===== src/rtl/multiplier32_seq_pkg.sv =====
// Shared definitions for the iterative shift-add multiplier.
// Optional feature: MUL_SIGNED_EN (signed operands via magnitude/negate).
package multiplier32_seq_pkg;

  localparam int MUL_WIDTH = 32;
  localparam int CNT_W     = 5;

  // Control FSM encoding; ST_NEG is only reachable when MUL_SIGNED_EN is defined.
  typedef enum logic [1:0] {
    ST_IDLE = 2'd0,
    ST_RUN  = 2'd1,
    ST_NEG  = 2'd2,
    ST_DONE = 2'd3
  } state_t;

  // Two's-complement magnitude; 0x80000000 maps to itself, which is the
  // correct unsigned magnitude.
  function automatic logic [MUL_WIDTH-1:0] mag_of(input logic [MUL_WIDTH-1:0] v);
    return v[MUL_WIDTH-1] ? (~v + 1'b1) : v;
  endfunction

endpackage


===== src/rtl/multiplier32_seq_if.sv =====
// Operand/product handshake bundle for multiplier32_seq.
// Optional feature: MUL_SIGNED_EN adds the is_signed request bit.
interface multiplier32_seq_if;
  import multiplier32_seq_pkg::*;

  logic                   in_valid;
  logic                   in_ready;
  logic [MUL_WIDTH-1:0]   operand_a;
  logic [MUL_WIDTH-1:0]   operand_b;
  logic                   out_valid;
  logic                   out_ready;
  logic [2*MUL_WIDTH-1:0] product;
  logic                   busy;
`ifdef MUL_SIGNED_EN
  logic                   is_signed;

  modport master (output in_valid, operand_a, operand_b, is_signed, out_ready,
                  input  in_ready, out_valid, product, busy);
  modport slave  (input  in_valid, operand_a, operand_b, is_signed, out_ready,
                  output in_ready, out_valid, product, busy);
`else
  modport master (output in_valid, operand_a, operand_b, out_ready,
                  input  in_ready, out_valid, product, busy);
  modport slave  (input  in_valid, operand_a, operand_b, out_ready,
                  output in_ready, out_valid, product, busy);
`endif

endinterface


===== src/rtl/multiplier32_seq_adder32.sv =====
// 32-bit ripple-carry adder used for the multiplier's partial-sum add.
module multiplier32_seq_adder32 (
  input  logic [31:0] operand1,
  input  logic [31:0] operand2,
  input  logic        carry_in,
  output logic [31:0] result,
  output logic        carry_out
);

  logic [32:0] w_carry;

  assign w_carry[0] = carry_in;

  for (genvar i = 0; i < 32; i++) begin : g_fa
    assign result[i]    = operand1[i] ^ operand2[i] ^ w_carry[i];
    assign w_carry[i+1] = (operand1[i] & operand2[i]) |
                          (w_carry[i] & (operand1[i] ^ operand2[i]));
  end

  assign carry_out = w_carry[32];

endmodule


===== src/rtl/multiplier32_seq.sv =====
// Iterative shift-add multiplier, 32x32 -> 64, one multiplier bit per cycle.
// Optional feature: MUL_SIGNED_EN (is_signed input, extra NEG state, latency WIDTH+1).
module multiplier32_seq
  import multiplier32_seq_pkg::*;
#(
  parameter int WIDTH = MUL_WIDTH
) (
  input  logic             clk,
  input  logic             resetn,
  multiplier32_seq_if.slave bus
);

  if (WIDTH != MUL_WIDTH) begin : g_width_check
    $error("multiplier32_seq: WIDTH must be %0d", MUL_WIDTH);
  end

  localparam logic [CNT_W-1:0] LAST_CNT = CNT_W'(WIDTH - 1);

  state_t                 r_state;
  state_t                 w_state_nxt;
  logic [CNT_W-1:0]       r_cnt;
  logic [MUL_WIDTH-1:0]   r_mcand;
  logic [2*MUL_WIDTH-1:0] r_acc;
  logic [2*MUL_WIDTH-1:0] r_product;
  logic [2*MUL_WIDTH-1:0] w_acc_nxt;
  logic [MUL_WIDTH-1:0]   w_add_b;
  logic [MUL_WIDTH-1:0]   w_sum;
  logic                   w_carry;
  logic                   w_accept;
  logic                   w_run_last;
  logic                   w_run_to_done;
`ifdef MUL_SIGNED_EN
  logic                   r_signed;
  logic                   r_sign;
`endif

  assign w_accept   = (r_state == ST_IDLE) && bus.in_valid;
  assign w_run_last = (r_state == ST_RUN) && (r_cnt == LAST_CNT);
`ifdef MUL_SIGNED_EN
  assign w_run_to_done = w_run_last && !r_signed;
`else
  assign w_run_to_done = w_run_last;
`endif

  // Partial sum: upper half of acc plus the multiplicand gated by the current multiplier bit.
  assign w_add_b = r_acc[0] ? r_mcand : '0;

  multiplier32_seq_adder32 u_adder (
    .operand1  (r_acc[2*MUL_WIDTH-1:MUL_WIDTH]),
    .operand2  (w_add_b),
    .carry_in  (1'b0),
    .result    (w_sum),
    .carry_out (w_carry)
  );

  // The 33-bit sum shifted right by one keeps carry_out as the new top bit.
  assign w_acc_nxt = {w_carry, w_sum, r_acc[MUL_WIDTH-1:1]};

  // State register.
  always_ff @(posedge clk or negedge resetn) begin
    if (!resetn) begin
      r_state <= ST_IDLE;
    end else begin
      // NOTE: sequential state uses non-blocking assignments so every register
      // samples pre-edge values regardless of process evaluation order.
      r_state <= w_state_nxt;
    end
  end

  // Next-state logic.
  always_comb begin
    // NOTE: default assigned first so every path drives the signal and no latch is inferred.
    w_state_nxt = r_state;
    unique case (r_state)
      ST_IDLE: if (w_accept)        w_state_nxt = ST_RUN;
      ST_RUN:  if (w_run_to_done)   w_state_nxt = ST_DONE;
               else if (w_run_last) w_state_nxt = ST_NEG;
      ST_NEG:                       w_state_nxt = ST_DONE;
      ST_DONE: if (bus.out_ready)   w_state_nxt = ST_IDLE;
      default:                      w_state_nxt = ST_IDLE;
    endcase
  end

  // Datapath: operand capture, shift-add iteration, counter and result register.
  always_ff @(posedge clk or negedge resetn) begin
    if (!resetn) begin
      r_cnt     <= '0;
      r_mcand   <= '0;
      r_acc     <= '0;
      r_product <= '0;
`ifdef MUL_SIGNED_EN
      r_signed  <= 1'b0;
      r_sign    <= 1'b0;
`endif
    end else begin
      unique case (r_state)
        ST_IDLE: begin
          if (w_accept) begin
            r_cnt <= '0;
`ifdef MUL_SIGNED_EN
            r_signed <= bus.is_signed;
            r_sign   <= bus.is_signed &
                        (bus.operand_a[MUL_WIDTH-1] ^ bus.operand_b[MUL_WIDTH-1]);
            r_mcand  <= bus.is_signed ? mag_of(bus.operand_a) : bus.operand_a;
            r_acc    <= {{MUL_WIDTH{1'b0}},
                         (bus.is_signed ? mag_of(bus.operand_b) : bus.operand_b)};
`else
            r_mcand  <= bus.operand_a;
            r_acc    <= {{MUL_WIDTH{1'b0}}, bus.operand_b};
`endif
          end
        end
        ST_RUN: begin
          r_acc <= w_acc_nxt;
          r_cnt <= r_cnt + CNT_W'(1);
          if (w_run_to_done) r_product <= w_acc_nxt;
        end
`ifdef MUL_SIGNED_EN
        ST_NEG: begin
          r_product <= r_sign ? (~r_acc + 1'b1) : r_acc;
        end
`endif
        default: ;
      endcase
    end
  end

  assign bus.in_ready  = (r_state == ST_IDLE);
  assign bus.out_valid = (r_state == ST_DONE);
  assign bus.busy      = (r_state != ST_IDLE);
  assign bus.product   = r_product;

endmodule

===== src/flat_wrapper.sv =====
// flat-port wrapper written by rule: the top's interface ports become plain ports
module multiplier32_seq_flat import multiplier32_seq_pkg::*;
#(
  parameter int WIDTH = MUL_WIDTH
)
  (clk, resetn, bus_in_valid, bus_operand_a, bus_operand_b, bus_out_ready, bus_in_ready, bus_out_valid, bus_product, bus_busy);
  multiplier32_seq_if bus_i ();
  input  logic clk;
  input  logic resetn;
  input wire logic [$bits(bus_i.in_valid)-1:0] bus_in_valid;
  input wire logic [$bits(bus_i.operand_a)-1:0] bus_operand_a;
  input wire logic [$bits(bus_i.operand_b)-1:0] bus_operand_b;
  input wire logic [$bits(bus_i.out_ready)-1:0] bus_out_ready;
  output wire logic [$bits(bus_i.in_ready)-1:0] bus_in_ready;
  output wire logic [$bits(bus_i.out_valid)-1:0] bus_out_valid;
  output wire logic [$bits(bus_i.product)-1:0] bus_product;
  output wire logic [$bits(bus_i.busy)-1:0] bus_busy;
  assign bus_i.in_valid = bus_in_valid;
  assign bus_i.operand_a = bus_operand_a;
  assign bus_i.operand_b = bus_operand_b;
  assign bus_i.out_ready = bus_out_ready;
  assign bus_in_ready = bus_i.in_ready;
  assign bus_out_valid = bus_i.out_valid;
  assign bus_product = bus_i.product;
  assign bus_busy = bus_i.busy;
  multiplier32_seq #(.WIDTH(WIDTH)) u_core (.clk(clk), .resetn(resetn), .bus(bus_i));
endmodule

===== config.mk =====
export PLATFORM = sky130hd
export DESIGN_NAME = multiplier32_seq_flat
export DESIGN_NICKNAME = d
export VERILOG_FILES = /design/src/rtl/multiplier32_seq_pkg.sv /design/src/rtl/multiplier32_seq_if.sv /design/src/rtl/multiplier32_seq_adder32.sv /design/src/rtl/multiplier32_seq.sv /design/src/flat_wrapper.sv
export SDC_FILE = /design/constraint.sdc
export NUM_CORES = 1
export LEC_CHECK = 0
export CELL_PAD_IN_SITES_DETAIL_PLACEMENT = 2
export CELL_PAD_IN_SITES_GLOBAL_PLACEMENT = 2
export CORE_MARGIN = 8
export CORE_UTILIZATION = 38
export DETAILED_ROUTE_END_ITERATION = 16
export PLACE_DENSITY = 0.95
export SYNTH_ARGS = -nofsm -noshare
export SYNTH_HDL_FRONTEND = slang
export SYNTH_SLANG_ARGS = --single-unit

===== constraint.sdc =====
create_clock -name clk -period 29.4 [get_ports clk]
set_input_delay 2.94 -clock clk [delete_from_list [all_inputs] [get_ports clk]]
set_output_delay 2.94 -clock clk [all_outputs]
set_load 0.01 [all_outputs]

### After elaboration in Yosys (flattened, before gate mapping)

Cells that the tools add are included.

* register bits after elaboration: 167
* output and inout bits: 67
* word-level logic and storage cells: 188
* bits of input ports: 68

* eq/ne operators: 7
* mux-type cells: 9
* reductions and logical operators: 9
* add/sub/neg operators: 1
* bitwise gates (word level): 157

Operators with widths (count)
* 64-bit one-hot mux with 2 select lines: 1
* 64-bit 2-to-1 mux: 1
* 1-bit AND: 63
* 1-bit bitwise XOR: 63
* 32-bit 2-to-1 mux: 1
* 1-bit bitwise OR: 31
* 5-bit one-hot mux with 2 select lines: 1
* 2-bit one-hot mux with 4 select lines: 1
* 2-bit 2-to-1 mux: 3
* 2-bit AND reduction: 3
* 5-bit by 1-bit adder with 5-bit output (second input constant): 1
* 5-bit == test (second input constant): 1
* 5-bit 2-to-1 mux: 1
* 2-bit == test (second input constant): 2
* 2-bit by 1-bit inequality test with 1-bit output (second input constant): 2
* 2-bit nonzero test: 2
* 3-bit AND reduction: 1
* 2-bit by 1-bit == test with 1-bit output (second input constant): 1
* 1-bit logical AND: 2
* 2-bit zero test: 1
* 2-bit inequality test (second input constant): 1

### Logic depth before layout (Yosys ltp)

* depth in word-level cells: 65
* mapped depth: 36
* mapped depth without buffers: 35

### Modules after synthesis

Synthesis repeated with hierarchy kept, for this count alone.

* cells, all modules: 533
* area, all modules: 7437.1 um^2

By module, submodules not included
* multiplier32_seq: area an instance 6759.0 um^2, sequential area each 4179.0 um^2, times used 1, cells each 491
* multiplier32_seq_adder32: area an instance 678.2 um^2, sequential area each 0.0 um^2, times used 1, cells each 42

### Least setup slack after synthesis

OpenSTA, ideal clock, no wires.

* path kind: register -> register
* start point: register u_core.r_acc[0]
* end point: register u_core.r_product[62] (netlist: u_core.bus.product[62])
* library setup time: 0.126 ns
* data arrival time: 14.057 ns
* path slack: 15.216 ns
* period minus slack after synthesis: 14.184 ns
* cell stages (with the launch flop): 36
* data required time: 29.274 ns
* path buffers: 2
* path through: dfrtp_1 > clkbuf_1 > clkbuf_1 > nand2_1 > fa_1 > fa_1 > fa_1 > fa_1 > fa_1 > fa_1 > fa_1 > fa_1 > fa_1 > fa_1 > fa_1 > fa_1 > fa_1 > fa_1 > fa_1 > fa_1 > fa_1 > fa_1 > fa_1 > fa_1 > fa_1 > fa_1 > fa_1 > fa_1 > fa_1 > fa_1 > fa_1 > fa_1 > fa_1 > fa_1 > fa_1 > o21ai_0

* word-level cells in the longest chain between the ends: 63
* elaborated cells between the ends (all ways): 124
* those cells by class: mux (1); bitwise (123)

Ends and longest elaborated chain
* from (decl): line multiplier32_seq.sv:23 `logic [2*MUL_WIDTH-1:0] r_acc;`
* from (signal assigned): line multiplier32_seq.sv:109 `r_acc <= {{MUL_WIDTH{1'b0}}, bus.operand_b};`
* from (signal assigned): line multiplier32_seq.sv:114 `r_acc <= w_acc_nxt;`
* 32-bit 2-to-1 mux (*): line multiplier32_seq.sv:46 `assign w_add_b = r_acc[0] ? r_mcand : '0;`
* 1-bit AND or 1-bit bitwise XOR (tied branches): line multiplier32_seq_adder32.sv:16, multiplier32_seq_adder32.sv:17
* 1-bit AND: line multiplier32_seq_adder32.sv:17 `(w_carry[i] & (operand1[i] ^ operand2[i]));`
* 1-bit bitwise OR: line multiplier32_seq_adder32.sv:16 `assign w_carry[i+1] = (operand1[i] & operand2[i]) |`
* 1-bit AND: line multiplier32_seq_adder32.sv:17
* 1-bit bitwise OR: line multiplier32_seq_adder32.sv:16
* 1-bit AND: line multiplier32_seq_adder32.sv:17
* 1-bit bitwise OR: line multiplier32_seq_adder32.sv:16
* (+47 left out)
* 1-bit bitwise OR: line multiplier32_seq_adder32.sv:16
* 1-bit AND: line multiplier32_seq_adder32.sv:17
* 1-bit bitwise OR: line multiplier32_seq_adder32.sv:16
* 1-bit AND: line multiplier32_seq_adder32.sv:17
* 1-bit bitwise OR: line multiplier32_seq_adder32.sv:16
* 1-bit AND: line multiplier32_seq_adder32.sv:17
* 1-bit bitwise OR: line multiplier32_seq_adder32.sv:16
* 1-bit bitwise XOR (*): line multiplier32_seq_adder32.sv:15 `assign result[i] = operand1[i] ^ operand2[i] ^ w_carry[i];`
* to (signal assigned): line multiplier32_seq.sv:116 `if (w_run_to_done) r_product <= w_acc_nxt;`
* to (decl): line multiplier32_seq.sv:24 `logic [2*MUL_WIDTH-1:0] r_product;`

Every way passes the cells marked *; elsewhere a longest branch is shown, timed or not.
A chain may end at the register's enable or synchronous reset.

### Final worst setup path

* start point: register u_core.r_acc[0]
* end point: register u_core.r_acc[62]

* word-level cells in the longest chain between the ends: 64
* elaborated cells between the ends (all ways): 125
* those cells by class: mux (2); bitwise (123)

Ends and longest elaborated chain
* 32-bit 2-to-1 mux (*): line multiplier32_seq.sv:46
* 1-bit AND or 1-bit bitwise XOR (tied branches): line multiplier32_seq_adder32.sv:16, multiplier32_seq_adder32.sv:17
* 1-bit AND: line multiplier32_seq_adder32.sv:17
* 1-bit bitwise OR: line multiplier32_seq_adder32.sv:16
* 1-bit AND: line multiplier32_seq_adder32.sv:17
* 1-bit bitwise OR: line multiplier32_seq_adder32.sv:16
* 1-bit AND: line multiplier32_seq_adder32.sv:17
* 1-bit bitwise OR: line multiplier32_seq_adder32.sv:16
* (+48 left out)
* 1-bit AND: line multiplier32_seq_adder32.sv:17
* 1-bit bitwise OR: line multiplier32_seq_adder32.sv:16
* 1-bit AND: line multiplier32_seq_adder32.sv:17
* 1-bit bitwise OR: line multiplier32_seq_adder32.sv:16
* 1-bit AND: line multiplier32_seq_adder32.sv:17
* 1-bit bitwise OR: line multiplier32_seq_adder32.sv:16
* 1-bit bitwise XOR (*): line multiplier32_seq_adder32.sv:15
* 64-bit one-hot mux with 2 select lines (*): line multiplier32_seq.sv:96 `unique case (r_state)`

Marked as above.

==> key figures <==
Status
  – Outcome: finished, final reports clean

Detailed routing
  – Vias/cell: between 5 and 6
  – Antenna-violating nets left: 0
  – Vias: about 5000
  – First-pass DRT Iterations: 4
  – DR iter-0 viols: 109
  – Routed WL: about 21 mm
  – Wire per inst: between 20 and 25 um
  – Residual DRC: 0

Clock network
  – # H-tree levels: 4
  – Hold buffer count at cts: 0
  – Clock Path Buffers: 2
  – Post-CTS Setup Bufs: 0
  – CTS tree: done
  – CTS Buf Count: 17
  – Latest clock arrival within the worst-skew pair: roughly 0.43 ns
  – Post-cts sizing count: 0
  – Clock slew at reported path FFs: 0.07 ns
  – Root Buffer: clkbuf_16
  – Sink Count: about 170

Floorplanning
  – IO Count: around 140
  – FP Rows: 50
  – Initial Util: approximately 39%
  – Die Span Y: 154.8 um
  – Die extent in x: 154.8 um
  – DIE AREA: 23980 um2
  – Core Footprint: between 15000 and 20000 um2

Critical path
  – Sum of buffers and inverters on the critical path: 1
  – CP delay by family, top: adder cells
  – Reg2reg start: u_core.r_acc[0]$_DFFE_PN0P_
  – Worst setup path class: register to register
  – Crit path DAT: between 15 and 20 ns
  – Worst setup path startpoint: u_core.r_acc[0]$_DFFE_PN0P_
  – Most common cell on crit path: fa_1
  – Max stage delay on crit path: roughly 1.1 ns
  – Slowest stage cell, crit path: dfrtp_1
  – Worst path required time: just under 30 ns
  – Worst Setup End Kind: register
  – CP max FO: 33
  – Startpoint Class: register

GRT
  – Gr usage total: about 19%
  – Initial antenna violation count: 1
  – Number of global-route vias before repair: just over 6000
  – Grt total ovfl: 0
  – Largest net degree at the start of global routing: a little under 100
  – First-pass GRT wire length: between 30 and 40 mm

Timing
  – TNS Setup: 0 ns
  – Worst-Margin Slew: between 1 and 1.5 ns
  – Clk_skew: 0.01245 ns
  – RSZ-0062 raised after global routing: no
  – Max-slew violations: 0
  – Slew margin rel.: between 10% and 20%
  – Final hold vios: 0
  – WHS: between 0.4 and 0.5 ns
  – Final period utilization: between 50% and 60%
  – Setup violations, final: 0
  – Min Clock Period, post-route: 15.60 ns
  – FMAX: 64.11 MHz
  – Setup ws final: about 14 ns

Yosys
  – Syn Inst Count: between 500 and 600
  – Post-synth EDFFs: 0
  – Register area share after synthesis: 57.05%
  – Proportion of netlist area held by the largest area contributor: between 50% and 60%
  – Synth Cell Area: 7326 um2
  – Synth area leaders: dfrtp_1, mux2_2, fa_1
  – Area leader, netlist: dfrtp_1
  – Post-synthesis cell type count: 26
  – Synthesized area per cell: ~12 um2
  – Most common flop cell mapped by yosys: dfrtp_1
  – Ys Warns: 0
  – Asr flop ratio synth: 100.0%
  – Synth Register Bits: 167
  – Synthesized Nets: 694

Placed design
  – Port Buffers: between 100 and 150
  – Dpl hpwl: approximately 15 mm
  – DP Worst Slack: ~14 ns
  – Dpl cells: roughly 950
  – Routability congestion estimate: about 0.76

Worst hold path
  – Hold path startpoint: u_core.bus.product[35]$_DFFE_PN0P_
  – Min-Delay Path Class: register to register

Final layout
  – Layout area overhead: 28.76%
  – Final Non-Filler Cells: around 1000
  – Share of layout cells above drive strength 1: about 15%
  – Number of diodes: 0
  – Number of nets in the layout: around 820

Pwr
  – Int Pwr: roughly 0.54 mW
  – Leak: 3.844 nW
  – PwrDens: just over 90 nW/um2
  – Clock power frac: a little over a quarter
  – Combinational share of power: between 30% and 40%
  – Sw frac: between 30 and 40%
  – Reg power frac: about two fifths
  – Switching power: 0.3241 mW
  – Max VDD drop: between 50 and 60 uV

Job
  – Max Cap Viol: 0
-- tightest hold or removal path: stages (launching register included) --
cell and delay (ns):
dfrtp_1 0.34, nand2_1 0.05, o21ai_0 0.06
-- cells by family after synthesis --
| logic type | synth area share, % |
|---|---|
| AOI/OAI and AO/OA | 7.942 |
| muxes | 14.81 |
| DFF | 57.05 |
| buffers and inverters | 4.731 |
| adders and majority gates | 9.667 |
| and+or+nand+nor | 5.807 |
-- flip-flops by register name, indices dropped and copies added, names as in the netlist --
register,cells
u_core.r_state,2
u_core.bus.product,64
u_core.r_acc,64
u_core.r_cnt,5
u_core.r_mcand,32
-- cells in the mapped netlist, types with 2 or more instances --
master	number
nor2b_1	2
o21ai_0	60
buf_6	6
a32o_1	2
a31oi_1	2
and3_1	2
mux2i_1	33
fa_1	31
inv_1	37
dfrtp_1	167
o21ai_1	7
nand2b_1	2
mux2_2	65
ha_1	7
clkbuf_1	9
nand2_1	100
o22ai_1	31
buf_4	3
buf_2	15
-- power groups by stage --
| stage | Clock [mW] | Combinational, mW | Sequential (mW) |
|---|---|---|---|
| global route | 0.241 | 0.325 | 0.347 |
| floorplan | 0 | 0.217 | 0.320 |
| finish | 0.228 | 0.294 | 0.340 |
| detailed placement | 0 | 0.297 | 0.344 |
| CTS | 0.233 | 0.302 | 0.341 |
| global placement | 0 | 0.260 | 0.334 |
-- stage by stage --
step           total power, mW  util, %  instance area, um2
3_3_place_gp            0.5943    46.88                8827
6_report                0.8614    50.09                9433
3_5_place_dp            0.6414    46.88                8827
2_1_floorplan           0.5377        -                7326
5_1_grt                 0.9134    50.09                9433
4_1_cts                 0.8759    50.09                9433
-- layout by cell type, fill, tap and decap left out, types with 2 or more instances in the layout --
cell / n
o22ai_1: 31
a31oi_1: 2
mux2_2: 65
clkdlybuf4s50_1: 133
nand2_1: 100
o21ai_1: 7
ha_1: 6
o21ai_0: 60
inv_1: 37
mux2i_1: 33
a32o_1: 2
dfrtp_1: 167
nor2b_1: 2
clkinv_8: 3
and3_1: 2
nand2b_1: 2
inv_6: 7
fa_1: 31
clkinv_4: 2
inv_8: 2
buf_4: 4
clkbuf_16: 17
-- final timing paths --
path | cells after the start | to | slack, ns
max | 35 | u_core.r_acc[62]$_DFFE_PN0P_ | 13.80
min | 2 | u_core.bus.product[35]$_DFFE_PN0P_ | 0.49
max reg2reg | 35 | u_core.r_acc[62]$_DFFE_PN0P_ | 13.80
min reg2reg | 2 | u_core.bus.product[35]$_DFFE_PN0P_ | 0.49
max in group asynchronous | 2 | u_core.r_acc[57]$_DFFE_PN0P_ | 25.24
min in group asynchronous | 1 | u_core.bus.product[8]$_DFFE_PN0P_ | 2.57
-- per-layer routing --
metal,wire [um],track usage [%],vias up
li1,-,-,2224
met1,8658,20.74,2630
met2,11360,34.25,125
met3,917,4.570,27
met4,329,5.413,2
met5,13,0,-
-- final cells by class --
cell class	instances	area (um2)
fillers	1810	9398
flip-flops and latches	167	4179
multi-input cells	349	2808
repair buffers	138	1373
clock buffers	17	425.4
well taps	260	325.3
clock inverters	15	180.2
inverters	38	142.6
No activity file was read; power rests on OpenSTA's default activity.
